<file path="src/rtl/afifo_rd_packer.sv">
// Read-side FIFO packer: pops DATA_W entries from a show-ahead FIFO and packs
// RATIO of them into one wide registered valid/ready word; flush emits a partial tail.
module afifo_rd_packer #(
  parameter int unsigned DATA_W = 8,
  parameter int unsigned RATIO  = 4
) (
  input  logic                     rclk,
  input  logic                     rrst_n,
  input  logic [DATA_W-1:0]        fifo_rdata,
  input  logic                     fifo_rempty,
  output logic                     fifo_rinc,
  input  logic                     flush,
  output logic                     flush_busy,
  output logic [DATA_W*RATIO-1:0]  m_data,
  output logic [RATIO-1:0]         m_keep,
  output logic                     m_last,
  output logic                     m_valid,
  input  logic                     m_ready
);

  localparam int unsigned     OW        = DATA_W * RATIO;
  localparam int unsigned     CW        = $clog2(RATIO);
  localparam logic [CW-1:0]   LAST_LANE = CW'(RATIO - 1);

  logic [CW-1:0]    r_cnt;
  logic [OW-1:0]    r_acc;
  logic             r_flush_busy;
  logic [OW-1:0]    r_m_data;
  logic [RATIO-1:0] r_m_keep;
  logic             r_m_last;
  logic             r_m_valid;

  logic             w_out_free;
  logic             w_last_lane;
  logic             w_pop;
  logic [OW-1:0]    w_packed;
  logic [OW-1:0]    w_flush_data;
  logic [RATIO-1:0] w_flush_keep;

  // m_ready reaches fifo_rinc combinationally so a full word can be completed
  // in the same cycle the previous one is accepted.
  assign w_out_free  = !r_m_valid || m_ready;
  assign w_last_lane = (r_cnt == LAST_LANE);
  assign w_pop       = !fifo_rempty && !r_flush_busy && (!w_last_lane || w_out_free);

  always_comb begin
    w_packed     = r_acc;
    w_flush_data = '0;
    w_flush_keep = '0;
    for (int unsigned i = 0; i < RATIO; i++) begin
      if (CW'(i) == r_cnt) begin
        w_packed[i*DATA_W +: DATA_W] = fifo_rdata;
      end
      if (CW'(i) < r_cnt) begin
        w_flush_data[i*DATA_W +: DATA_W] = r_acc[i*DATA_W +: DATA_W];
        w_flush_keep[i]                  = 1'b1;
      end
    end
  end

  always_ff @(posedge rclk or negedge rrst_n) begin
    if (!rrst_n) begin
      r_cnt        <= '0;
      r_acc        <= '0;
      r_flush_busy <= 1'b0;
      r_m_data     <= '0;
      r_m_keep     <= '0;
      r_m_last     <= 1'b0;
      r_m_valid    <= 1'b0;
    end else begin
      if (r_m_valid && m_ready) begin
        r_m_valid <= 1'b0;
      end
      if (w_pop) begin
        if (w_last_lane) begin
          r_m_data  <= w_packed;
          r_m_keep  <= '1;
          r_m_last  <= 1'b0;
          r_m_valid <= 1'b1;
          r_acc     <= '0;
          r_cnt     <= '0;
        end else begin
          r_acc <= w_packed;
          r_cnt <= r_cnt + 1'b1;
        end
      end
      // Pops are blocked while busy, so the flush emission never races a full word.
      if (flush && !r_flush_busy) begin
        r_flush_busy <= 1'b1;
      end else if (r_flush_busy && w_out_free) begin
        r_flush_busy <= 1'b0;
        if (r_cnt != '0) begin
          r_m_data  <= w_flush_data;
          r_m_keep  <= w_flush_keep;
          r_m_last  <= 1'b1;
          r_m_valid <= 1'b1;
          r_acc     <= '0;
          r_cnt     <= '0;
        end
      end
    end
  end

  assign fifo_rinc  = w_pop;
  assign flush_busy = r_flush_busy;
  assign m_data     = r_m_data;
  assign m_keep     = r_m_keep;
  assign m_last     = r_m_last;
  assign m_valid    = r_m_valid;

endmodule

</file>
<file path="config.mk">
export PLATFORM = sky130hd
export DESIGN_NAME = afifo_rd_packer
export DESIGN_NICKNAME = d
export VERILOG_FILES = /design/src/rtl/afifo_rd_packer.sv
export SDC_FILE = /design/constraint.sdc
export NUM_CORES = 1
export LEC_CHECK = 0
export ABC_AREA = 1
export BUFFER_PORTS_ARGS = -buffer_cell sky130_fd_sc_hd__buf_2
export CAP_MARGIN = 40
export CORE_MARGIN = 2
export CORE_UTILIZATION = 56
export DETAILED_ROUTE_END_ITERATION = 16
export GPL_ROUTABILITY_DRIVEN = 0
export MAX_ROUTING_LAYER = met4
export PLACE_DENSITY = 0.78
export SETUP_SLACK_MARGIN = 0.4
export SYNTH_ARGS = -nofsm -noshare
export SYNTH_HDL_FRONTEND = slang
export SYNTH_SLANG_ARGS = --single-unit
</file>
<file path="constraint.sdc">
create_clock -name rclk -period 2.18 [get_ports rclk]
set_input_delay 0.436 -clock rclk [delete_from_list [all_inputs] [get_ports rclk]]
set_output_delay 0.436 -clock rclk [all_outputs]
set_load 0.01 [all_outputs]
</file>
==> impl_metrics.py, run 1 <==
metrics = {
    "power_and_ir_drop": {
        "power_density_nw_per_um2": 1560,
        "design_power_total_mw": 6.66,
        "static-leakage-power_nw": 2.53,
        "worst_ir_drop_vdd_uv": 756,
    },
    "routing": {
        "detail_route.wirelength_um": 9150,
        "detail-route-antenna-nets": 0,
        "first_pass_iters": 6,
        "drt_iter0_drcs": 238,
        "vias_per_cell": 5.27,
        "routed-via-count": 3446,
        "wire_per_inst_um": 14.0,
        "drc": 0,
    },
    "timing": {
        "slew-limit-headroom": 0.745,
        "unrepaired_setup_endpoints_after_global_routing": "true",
        "setup_viol": 0,
        "timing.setup.tns_ns": 0,
        "clock_skew_ns": 0.00833,
        "slew_viol_final": 0,
        "period_minus_slack_ns": 1.79,
        "final_hold_viol_count": 0,
        "layout_worst_path_cycle_share": 0.819,
        "worst_margin_slew_ns": 0.382,
        "finalWorstSetupSlack_ns": 0.394,
        "achievable-frequency_mhz": 560,
        "hold_slack_ns": 0.0922,
    },
    "yosys": {
        "mappedNetlistArea_um2": 3620,
        "number_of_enable_type_register_cells_in_the_synthesized_netlist": 0,
        "net_count_after_synthesis": 538,
        "synth.lib_cells_used.distinct": 23,
        "post-synth-top-area-fraction": 0.449,
        "yosys_warnings": 0,
        "synthesis.area_per_instance_um2": 7.00,
        "synth.yosys.seq_area_share": 0.449,
        "async_flop_share": 1.00,
        "synthCells": 517,
        "synth_top_cell_by_area": "sky130_fd_sc_hd__dfrtp_1",
        "synthFlopType": "sky130_fd_sc_hd__dfrtp_1",
        "total_of_flip_flops_plus_latches_after_synthesis": 65,
        "synthTopCellsByArea": "sky130_fd_sc_hd__dfrtp_1 45%, sky130_fd_sc_hd__nand2_1 22%, sky130_fd_sc_hd__nand3_1 9.1%, sky130_fd_sc_hd__inv_1 7.5%, sky130_fd_sc_hd__nor2_1 2.8%",
    },
    "floorplanning": {
        "floorplan.die_area_um2": 7130,
        "initial_utilization": 0.574,
        "num_io_pins": 53,
        "core_um2": 6310,
        "die_width_um": 84.4,
        "die_y_um": 84.4,
        "floorplan.rows": 29,
    },
    "worst_setup_path": {
        "worstSetupEndpointType": "output pin",
        "timing.critical_path.required_ns": 1.74,
        "critical_path_s_largest_stage_delay_ns": 0.45,
        "data_arrival_time_at_the_worst_slack_endpoint_ns": 1.35,
        "cp_slowest_cell": "sky130_fd_sc_hd__dfrtp_2",
        "worstSetupPathType": "flop to output pin",
        "crit_fanout": 4,
        "timing.critical_path.cells": "ha_4 > nand3_2 > nand2_4 > inv_6 > buf_2",
        "critical_path.startpoint_type": "flop",
        "r2r.worst_path.cells": 8,
    },
    "place": {
        "place.detailed.hpwl_um": 5940,
        "pre_cts_ws_ns": 0.325,
        "port_buffers": 52,
    },
    "global_route": {
        "gr-usage-met2": 0.434,
        "grt_pass1_wl_um": 15400,
        "use_met3": 0.0393,
        "globalRoute.totalOverflow": 0,
        "grtUsageTotal": 0.280,
        "antenna_found_initial": 0,
        "global_route.usage.met1": 0.368,
        "grt_start_max_net_pins": 66,
        "globalRoute.busiestLayer": "met2",
        "grt_pass1_vias": 3362,
    },
    "hold_path": {
        "min-delay-path-class": "primary input to asynchronous set/reset pin",
    },
    "clock_tree": {
        "clk_pin_slew_ns": 0.07,
        "skew_pair_late_insertion_delay_ns": 0.35,
        "cts_tree": "built",
        "clock_sink_count": 65,
        "cts_htree_levels": 3,
        "numCtsBuffers": 9,
        "clockRootBuffer": "sky130_fd_sc_hd__clkbuf_8",
        "max-clock-path-buffers": 2,
    },
    "finish": {
        "final_util": 0.676,
        "layout-drive-gt1-share": 0.179,
        "syn_to_final_growth_pct": 17.8,
        "num-nets-final": 593,
        "antennaDiodeCount": 0,
    },
    "run": {
        "max_cap_violations": 0,
    },
    "outcome": {
        "status": "finished, final reports clean",
    },
}
==> cells in the mapped netlist, types with 2 or more instances <==
| cell type | number |
|---|---|
| sky130_fd_sc_hd__nor2_2 | 2 |
| sky130_fd_sc_hd__buf_4 | 3 |
| sky130_fd_sc_hd__ha_1 | 8 |
| sky130_fd_sc_hd__nand3b_1 | 2 |
| sky130_fd_sc_hd__clkbuf_1 | 6 |
| sky130_fd_sc_hd__nand3_2 | 3 |
| sky130_fd_sc_hd__nand3_1 | 66 |
| sky130_fd_sc_hd__nand2_1 | 217 |
| sky130_fd_sc_hd__nand4_1 | 8 |
| sky130_fd_sc_hd__buf_6 | 4 |
| sky130_fd_sc_hd__buf_2 | 13 |
| sky130_fd_sc_hd__nand2_2 | 2 |
| sky130_fd_sc_hd__a21oi_1 | 10 |
| sky130_fd_sc_hd__dfrtp_1 | 65 |
| sky130_fd_sc_hd__inv_2 | 2 |
| sky130_fd_sc_hd__o21ai_0 | 2 |
| sky130_fd_sc_hd__nor2_1 | 27 |
| sky130_fd_sc_hd__inv_1 | 72 |
==> final cells by class <==
class	instances	area, um2
Clock buffer	12	165
Timing Repair Buffer	71	453
Multi-Input combinational cell	351	1590
Tap cell	77	96.3
Fill cell	542	2050
Sequential cell	65	1630
Inverter	74	287
Clock inverter	4	50.0
==> per-stage QoR <==
step	std cells	instance area [um2]
after floorplan	517	3620
after global placement	633	3960
after detailed placement	633	3960
after CTS	653	4230
after global routing	654	4270
final	654	4270
==> flip-flops by register name, summed over array words and instances (netlist names) <==
signal / flops
flush_busy: 1
m_data: 32
m_keep: 4
m_last: 1
m_valid: 1
r_acc: 24
r_cnt: 2
==> placed cells by master (no fill, tap or decap), types with 2 or more instances in the layout <==
| master | instances |
|---|---|
| sky130_fd_sc_hd__nand3b_1 | 2 |
| sky130_fd_sc_hd__ha_1 | 6 |
| sky130_fd_sc_hd__nand3_1 | 65 |
| sky130_fd_sc_hd__clkbuf_8 | 12 |
| sky130_fd_sc_hd__nand2_1 | 217 |
| sky130_fd_sc_hd__nor2_1 | 27 |
| sky130_fd_sc_hd__clkinvlp_4 | 3 |
| sky130_fd_sc_hd__buf_12 | 4 |
| sky130_fd_sc_hd__buf_2 | 52 |
| sky130_fd_sc_hd__nand3_2 | 4 |
| sky130_fd_sc_hd__buf_4 | 15 |
| sky130_fd_sc_hd__inv_1 | 71 |
| sky130_fd_sc_hd__o21ai_0 | 2 |
| sky130_fd_sc_hd__nand4_1 | 8 |
| sky130_fd_sc_hd__a21oi_1 | 10 |
| sky130_fd_sc_hd__dfrtp_1 | 64 |
| sky130_fd_sc_hd__nor2_2 | 2 |
| sky130_fd_sc_hd__nand2_4 | 2 |
==> path summary, 6_finish.rpt <==
path                            from  slack (ns)    endpoint
min reg2reg                m_keep[0]        0.47   m_keep[0]
max in group asynchronous     rrst_n        1.79    r_cnt[0]
max                         r_cnt[0]        0.39   fifo_rinc
min in group rclk              flush        0.34  flush_busy
min                           rrst_n        0.09      m_last
max reg2reg                 r_cnt[0]        0.48   m_keep[1]
==> metal layers <==
layer,wire (um),part of all wire
met1,4040,0.44
met2,4320,0.47
met3,554,0.061
met4,235,0.026
met5,0,0
==> worst max-delay path: cells and delay by family, from the launching register on <==
kind,cells,cell delay [ns]
fa+ha+maj,1,0.19
flops,1,0.45
simple gates,2,0.19
buf+inv,2,0.18
==> cells by family after synthesis <==
group	count (synthesis)	synth area share
AOI/OAI and AO/OA	13	0.0187
adders and majority gates	8	0.0276
buffers and inverters	101	0.121
DFF	65	0.449
and+or+nand+nor	330	0.384
==> power breakdown <==
group          internal (mW)  total, mW  switching (mW)
clock network          0.620       1.11           0.487
logic                   1.26       3.49            2.22
registers               1.76       2.06           0.303
total                   3.64       6.66            3.01
==> repair_timing <==
item                       in CTS  in global routing
hold buffers                    0                  0
resized for setup               7                  3
buffers inserted                4                  1
gates cloned                    0                  0
setup endpoints to repair      28                 38
Note: power is estimated with default switching activity, not from simulation.
==> run 2: changes to the inputs <==
--- a/config.mk
+++ b/config.mk
@@ -5,11 +5,11 @@
 export SDC_FILE = /design/constraint.sdc
 export NUM_CORES = 1
 export LEC_CHECK = 0
-export ABC_AREA = 1
+export ABC_AREA = 0
 export BUFFER_PORTS_ARGS = -buffer_cell sky130_fd_sc_hd__buf_2
 export CAP_MARGIN = 40
 export CORE_MARGIN = 2
-export CORE_UTILIZATION = 56
+export CORE_UTILIZATION = 55
 export DETAILED_ROUTE_END_ITERATION = 16
 export GPL_ROUTABILITY_DRIVEN = 0
 export MAX_ROUTING_LAYER = met4
==> constraint.sdc (replaced) <==
create_clock -name rclk -period 1.7 [get_ports rclk]
set_input_delay 0.34 -clock rclk [delete_from_list [all_inputs] [get_ports rclk]]
set_output_delay 0.34 -clock rclk [all_outputs]
set_load 0.01 [all_outputs]
==> impl_metrics.py, run 2 <==
metrics = {
    "outcome": {
        "status": "finished, final reports clean",
    },
    "floorplanning": {
        "floorplan.rows": 27,
        "num_io_pins": 53,
        "floorplan.die_area_um2": 6310,
        "die_width_um": 79.5,
        "core_um2": 5510,
        "die_y_um": 79.5,
        "initial_utilization": 0.569,
    },
    "routing": {
        "first_pass_iters": 5,
        "drc": 0,
        "detail_route.wirelength_um": 8800,
        "vias_per_cell": 6.16,
        "routed-via-count": 2842,
        "detail-route-antenna-nets": 0,
        "wire_per_inst_um": 19.1,
        "drt_iter0_drcs": 250,
    },
    "timing": {
        "unrepaired_setup_endpoints_after_global_routing": "true",
        "final_hold_viol_count": 0,
        "layout_worst_path_cycle_share": 0.953,
        "slew-limit-headroom": 0.661,
        "clock_skew_ns": 0.00808,
        "setup_viol": 0,
        "achievable-frequency_mhz": 618,
        "period_minus_slack_ns": 1.62,
        "hold_slack_ns": 0.230,
        "worst_margin_slew_ns": 0.508,
        "timing.setup.tns_ns": 0,
        "slew_viol_final": 0,
    },
    "yosys": {
        "synthFlopType": "sky130_fd_sc_hd__dfrtp_1",
        "post_synth_most_frequent_cells": "65 x sky130_fd_sc_hd__dfrtp_1, 40 x sky130_fd_sc_hd__nand2_1, 34 x sky130_fd_sc_hd__nand3_1, 30 x sky130_fd_sc_hd__a21oi_1, 17 x sky130_fd_sc_hd__o211ai_1",
        "synthTopCellsByArea": "sky130_fd_sc_hd__dfrtp_1 52%, sky130_fd_sc_hd__nand3_1 5.4%, sky130_fd_sc_hd__mux2i_1 5.1%, sky130_fd_sc_hd__a21oi_1 4.8%, sky130_fd_sc_hd__nand2_1 4.8%",
        "total_of_flip_flops_plus_latches_after_synthesis": 65,
        "net_count_after_synthesis": 332,
        "synth.lib_cells_used.distinct": 38,
        "synthCells": 311,
        "number_of_enable_type_register_cells_in_the_synthesized_netlist": 0,
        "yosys_warnings": 0,
        "synth.yosys.seq_area_share": 0.519,
        "post-synth-top-area-fraction": 0.519,
        "synthesis.area_per_instance_um2": 10.1,
        "synth_top_cell_by_area": "sky130_fd_sc_hd__dfrtp_1",
        "post-synth-top-count-cell": "sky130_fd_sc_hd__dfrtp_1",
        "mappedNetlistArea_um2": 3130,
        "async_flop_share": 1.00,
    },
    "power_and_ir_drop": {
        "net-switching-power_mw": 2.80,
        "power_density_nw_per_um2": 1760,
        "switching_part_of_the_total_power": 0.371,
        "p_seq_frac": 0.340,
        "worst_ir_drop_vdd_uv": 1110,
        "share_clk_of_total_power": 0.213,
        "cellInternalPower_mw": 4.75,
        "power.share.combinational": 0.447,
        "static-leakage-power_nw": 1.91,
    },
    "finish": {
        "fill_cells": 337,
        "ff_latch_area_um2": 1630,
        "layout-drive-gt1-share": 0.388,
        "antennaDiodeCount": 0,
        "syn_to_final_growth_pct": 36.7,
        "num-nets-final": 405,
        "largest_reg_flops": 32,
        "stdcell_count": 461,
        "layout_commonest_cell": "sky130_fd_sc_hd__dfrtp_1",
        "multi_input_comb_area_um2": 1610,
        "mostFrequentLayoutCells": "61 x sky130_fd_sc_hd__dfrtp_1, 51 x sky130_fd_sc_hd__buf_2, 40 x sky130_fd_sc_hd__nand2_1",
    },
    "worst_setup_path": {
        "r2r.worst_path.cells": 6,
        "cp_slowest_cell": "sky130_fd_sc_hd__dfrtp_2",
        "reg2reg_slack_ns": 0.09,
        "crit_fanout": 3,
        "worstSetupEndpointType": "output pin",
        "data_arrival_time_at_the_worst_slack_endpoint_ns": 1.28,
        "worstSetupPathType": "flop to output pin",
        "critical_path_s_largest_stage_delay_ns": 0.44,
        "timing.critical_path.cells": "ha_4 > nand3b_4 > nand2_8 > inv_4 > buf_6",
        "critical_path.startpoint_type": "flop",
        "timing.critical_path.required_ns": 1.36,
    },
    "run": {
        "max_cap_violations": 0,
    },
    "clock_tree": {
        "clk_pin_slew_ns": 0.07,
        "clockRootBuffer": "sky130_fd_sc_hd__clkbuf_8",
        "cts_htree_levels": 3,
        "cts_tree": "built",
        "clock_sink_count": 65,
        "max-clock-path-buffers": 2,
        "skew_pair_late_insertion_delay_ns": 0.35,
        "numCtsBuffers": 9,
    },
    "global_route": {
        "gr-usage-met2": 0.479,
        "antenna_found_initial": 0,
        "global_route.usage.met1": 0.379,
        "grt_pass1_wl_um": 14200,
        "use_met3": 0.0713,
        "globalRoute.totalOverflow": 0,
        "globalRoute.busiestLayer": "met2",
        "grtUsageTotal": 0.304,
        "grt_pass1_vias": 2862,
        "grt_start_max_net_pins": 28,
    },
    "place": {
        "port_buffers": 52,
        "place.detailed.hpwl_um": 5310,
        "placed_insts": 430,
    },
    "hold_path": {
        "min_path_cells": 2,
        "min-delay-path-class": "primary input to flop",
    },
}
run 2: cell count changes in the layout (fill, tap and decap cells not counted), moves of 13 or more:
| cell | delta |
|---|---|
| sky130_fd_sc_hd__a21oi_1 | +13 |
| sky130_fd_sc_hd__nand3_1 | -31 |
| sky130_fd_sc_hd__inv_1 | -69 |
| sky130_fd_sc_hd__o211ai_1 | +17 |
| sky130_fd_sc_hd__or3_1 | +15 |
| sky130_fd_sc_hd__nor2_1 | -17 |
| sky130_fd_sc_hd__nand2_1 | -177 |
run 2: per-stage QoR:
step	total power [mW]	util	cell area [um2]	worst slack [ns]
after detailed placement	5.21	0.658	3620	0.00883
final	7.55	0.778	4280	0.0807
after floorplan	4.32	-	3250	0.163
after CTS	7.24	0.752	4140	0.0791
after global routing	7.97	0.778	4280	0.0284
after global placement	5.09	0.658	3620	0.0774
run 2: metal layers:
metal | vias to the layer above | part of all wire | wire length, um
li1 | 1272 | - | -
met1 | 1410 | 0.40 | 3520
met2 | 141 | 0.51 | 4450
met3 | 19 | 0.070 | 615
met4 | 0 | 0.024 | 210
met5 | - | 0 | 0
run 2: power groups by stage:
| stage | logic, mW | registers, mW | clock network [mW] |
|---|---|---|---|
| after floorplan | 1.69 | 2.63 | 0 |
| after global placement | 2.59 | 2.50 | 0 |
| after detailed placement | 2.67 | 2.54 | 0 |
| after CTS | 3.11 | 2.52 | 1.61 |
| after global routing | 3.66 | 2.62 | 1.69 |
| final | 3.38 | 2.57 | 1.61 |
run 2: layout make-up:
class / count / share of cell area
Tap cell: 72 / 0.0210
Multi-Input combinational cell: 216 / 0.377
Sequential cell: 65 / 0.381
Clock buffer: 9 / 0.0289
Timing Repair Buffer: 87 / 0.156
Inverter: 5 / 0.00847
Clock inverter: 7 / 0.0275
run 2: timing repair:
action | CTS | global route
endpoints found under the hold margin | 17 | 0
gates cloned | 2 | 0
hold buffers | 1 | 0
setup endpoints to repair | 66 | 67
gates resized for setup | 34 | 27
setup buffers | 10 | 2
pin swaps | 8 | 7
run 2: path summary, 6_finish.rpt:
check / from / endpoint
worst max-delay path: r_cnt[0] / fifo_rinc
worst min-delay path: flush / flush_busy
worst max register to register: r_cnt[0] / r_acc[14]
worst min register to register: m_keep[0] / m_keep[0]
max in group asynchronous: rrst_n / m_data[12]
min in group asynchronous: rrst_n / r_acc[19]
run 2: cell families (layout without fill, tap and decap cells):
family | Yosys count | count (layout) | synth area share
and+or+nand+nor | 116 | 117 | 0.191
DFF | 65 | 65 | 0.519
buffers and inverters | 31 | 108 | 0.0491
muxes | 17 | 17 | 0.0547
adders and majority gates | 8 | 8 | 0.0320
AOI/OAI and AO/OA | 74 | 74 | 0.153
run 2: critical path, delay by kind of cell (launching register included):
| family | cells | cell delay (ns) |
|---|---|---|
| AND/OR/NAND/NOR | 2 | 0.17 |
| flip-flops | 1 | 0.44 |
| buffers and inverters | 2 | 0.15 |
| adder cells (fa/ha/maj) | 1 | 0.18 |
==> run 3: changes to the inputs <==
--- a/config.mk
+++ b/config.mk
@@ -13,7 +13,7 @@
 export DETAILED_ROUTE_END_ITERATION = 16
 export GPL_ROUTABILITY_DRIVEN = 0
 export MAX_ROUTING_LAYER = met4
-export PLACE_DENSITY = 0.78
+export PLACE_DENSITY_LB_ADDON = 0.12
 export SETUP_SLACK_MARGIN = 0.4
 export SYNTH_ARGS = -nofsm -noshare
 export SYNTH_HDL_FRONTEND = slang
==> impl_metrics.py, run 3 (synthesis gave the netlist of run 2 again) <==
metrics = {
    "routing": {
        "wire_per_inst_um": 22.8,
        "routed-via-count": 3088,
        "detail-route-antenna-nets": 0,
        "drt_iter0_drcs": 451,
        "detail_route.wirelength_um": 11100,
        "first_pass_iters": 5,
        "drc": 0,
        "vias_per_cell": 6.35,
    },
    "place": {
        "placed_insts": 431,
        "place.detailed.hpwl_um": 4900,
        "port_buffers": 52,
        "pre_cts_ws_ns": 0.0548,
    },
    "finish": {
        "stdcell_count": 486,
        "final_util": 0.871,
        "layout-drive-gt1-share": 0.505,
        "fill_cells": 241,
        "antennaDiodeCount": 0,
        "ff_latch_area_um2": 1630,
        "multi_input_comb_area_um2": 1830,
        "layout_commonest_cell": "sky130_fd_sc_hd__dfrtp_1",
        "syn_to_final_growth_pct": 53.2,
        "num-nets-final": 430,
        "largest_reg_flops": 32,
        "mostFrequentLayoutCells": "61 x sky130_fd_sc_hd__dfrtp_1, 50 x sky130_fd_sc_hd__buf_2, 40 x sky130_fd_sc_hd__nand2_1",
    },
    "global_route": {
        "grt_pass1_vias": 2867,
        "globalRoute.totalOverflow": 0,
        "antenna_found_initial": 0,
        "grt_start_max_net_pins": 66,
        "grt_pass1_wl_um": 14900,
        "grtUsageTotal": 0.321,
    },
    "timing": {
        "finalWorstSetupSlack_ns": -0.00876,
        "setup_viol": 2,
        "achievable-frequency_mhz": 585,
        "period_minus_slack_ns": 1.71,
        "worst_margin_slew_ns": 0.318,
        "layout_worst_path_cycle_share": 1.01,
        "clock_skew_ns": 0.0129,
        "final_hold_viol_count": 2,
        "slew-limit-headroom": 0.782,
        "timing.setup.tns_ns": -0.0123,
        "slew_viol_final": 0,
        "hold_slack_ns": -0.00111,
        "unrepaired_setup_endpoints_after_global_routing": "true",
    },
    "worst_setup_path": {
        "data_arrival_time_at_the_worst_slack_endpoint_ns": 1.99,
        "timing.critical_path.required_ns": 1.98,
        "worstReg2RegEnd": "r_acc[9]",
        "critical_path_s_largest_stage_delay_ns": 0.46,
        "worst_r2r_startpoint": "r_cnt[0]",
        "critical_path.startpoint_type": "flop",
        "worstSetupEndpointType": "flop",
        "reg2reg_slack_ns": -0.009,
        "timing.critical_path.cells": "buf_4 > buf_4 > ha_4 > mux2i_1 > or3_1 > a21oi_2",
        "cp_slowest_cell": "sky130_fd_sc_hd__dfrtp_2",
        "cp_common_cell": "sky130_fd_sc_hd__buf_4",
        "r2r.worst_path.cells": 6,
        "crit_fanout": 7,
        "worstSetupPathType": "flop to flop",
    },
    "outcome": {
        "status": "finished with violations",
        "failed_checks": "hold timing, setup timing",
    },
    "clock_tree": {
        "skew_pair_late_insertion_delay_ns": 0.36,
        "numCtsBuffers": 9,
        "clockRootBuffer": "sky130_fd_sc_hd__clkbuf_8",
        "clk_pin_slew_ns": 0.08,
        "cts_tree": "built",
        "clock_sink_count": 65,
        "max-clock-path-buffers": 2,
        "post_cts_hold_buffer_count": 0,
        "cts_htree_levels": 3,
    },
    "floorplanning": {
        "die_y_um": 79.5,
        "core_um2": 5510,
        "floorplan.rows": 27,
        "floorplan.die_area_um2": 6310,
        "die_width_um": 79.5,
        "num_io_pins": 53,
        "initial_utilization": 0.569,
    },
    "run": {
        "max_cap_violations": 0,
    },
    "power_and_ir_drop": {
        "net-switching-power_mw": 3.31,
        "switching_part_of_the_total_power": 0.391,
        "cellInternalPower_mw": 5.15,
        "static-leakage-power_nw": 2.08,
        "power.share.combinational": 0.528,
        "p_seq_frac": 0.314,
        "worst_ir_drop_vdd_uv": 1080,
        "power_density_nw_per_um2": 1760,
        "share_clk_of_total_power": 0.158,
    },
    "hold_path": {
        "min-delay-path-class": "primary input to asynchronous set/reset pin",
    },
}
run 3: worst max-delay path by stage:
| stage | startpoint | to | cells past startpoint |
|---|---|---|---|
| after global placement | r_cnt[1] | r_acc[11] | 6 |
| after floorplan | r_cnt[1] | r_acc[10] | 7 |
| after detailed placement | r_cnt[0] | fifo_rinc | 5 |
| final | r_cnt[0] | r_acc[9] | 6 |
| after CTS | r_cnt[0] | fifo_rinc | 5 |
| after global routing | r_cnt[0] | r_acc[9] | 6 |
run 3: power by group through the flow:
stage	clock (mW)	sequential [mW]	combinational, mW
CTS	1.32	2.53	3.57
floorplan	0	2.63	1.69
global route	1.39	2.71	4.71
detailed placement	0	2.52	2.69
global placement	0	2.50	2.63
finish	1.34	2.66	4.47
run 3: final cells by class:
| class | count | share of cell area |
|---|---|---|
| multi-input cells | 216 | 0.381 |
| flip-flops and latches | 65 | 0.340 |
| repair buffers | 112 | 0.214 |
| clock buffers | 13 | 0.0310 |
| well taps | 72 | 0.0188 |
| clock inverters | 3 | 0.00834 |
| inverters | 5 | 0.00652 |
run 3: metrics by stage:
step	area (um2)	total power, mW	hold slack (ns)
after floorplan	3250	4.32	0.0444
after global placement	3640	5.13	0.385
after detailed placement	3640	5.21	0.385
after CTS	4360	7.41	0.0209
after global routing	4800	8.81	0.0327
final	4800	8.47	-0.00111
run 3: what timing repair did:
| action | in CTS | in global routing |
|---|---|---|
| buffers inserted | 19 | 13 |
| pin swaps | 19 | 40 |
| setup endpoints to repair | 66 | 67 |
| cloned | 7 | 0 |
| resized for setup | 51 | 63 |
run 3: critical path: cells and delay by family, from the launching register on:
kind	cells	cell delay, ns
DFF	1	0.46
and+or+nand+nor	1	0.35
buffers and inverters	2	0.31
adders and majority gates	1	0.20
muxes	1	0.18
AOI/OAI and AO/OA	1	0.13
run 3: metal layers:
metal	wire length, um	global-route usage	vias up	part of all wire
met5	0	-	-	0
met4	326	0.131	0	0.029
met3	825	0.0667	33	0.075
met2	5460	0.482	187	0.49
met1	4450	0.430	1538	0.40
li1	-	-	1330	-
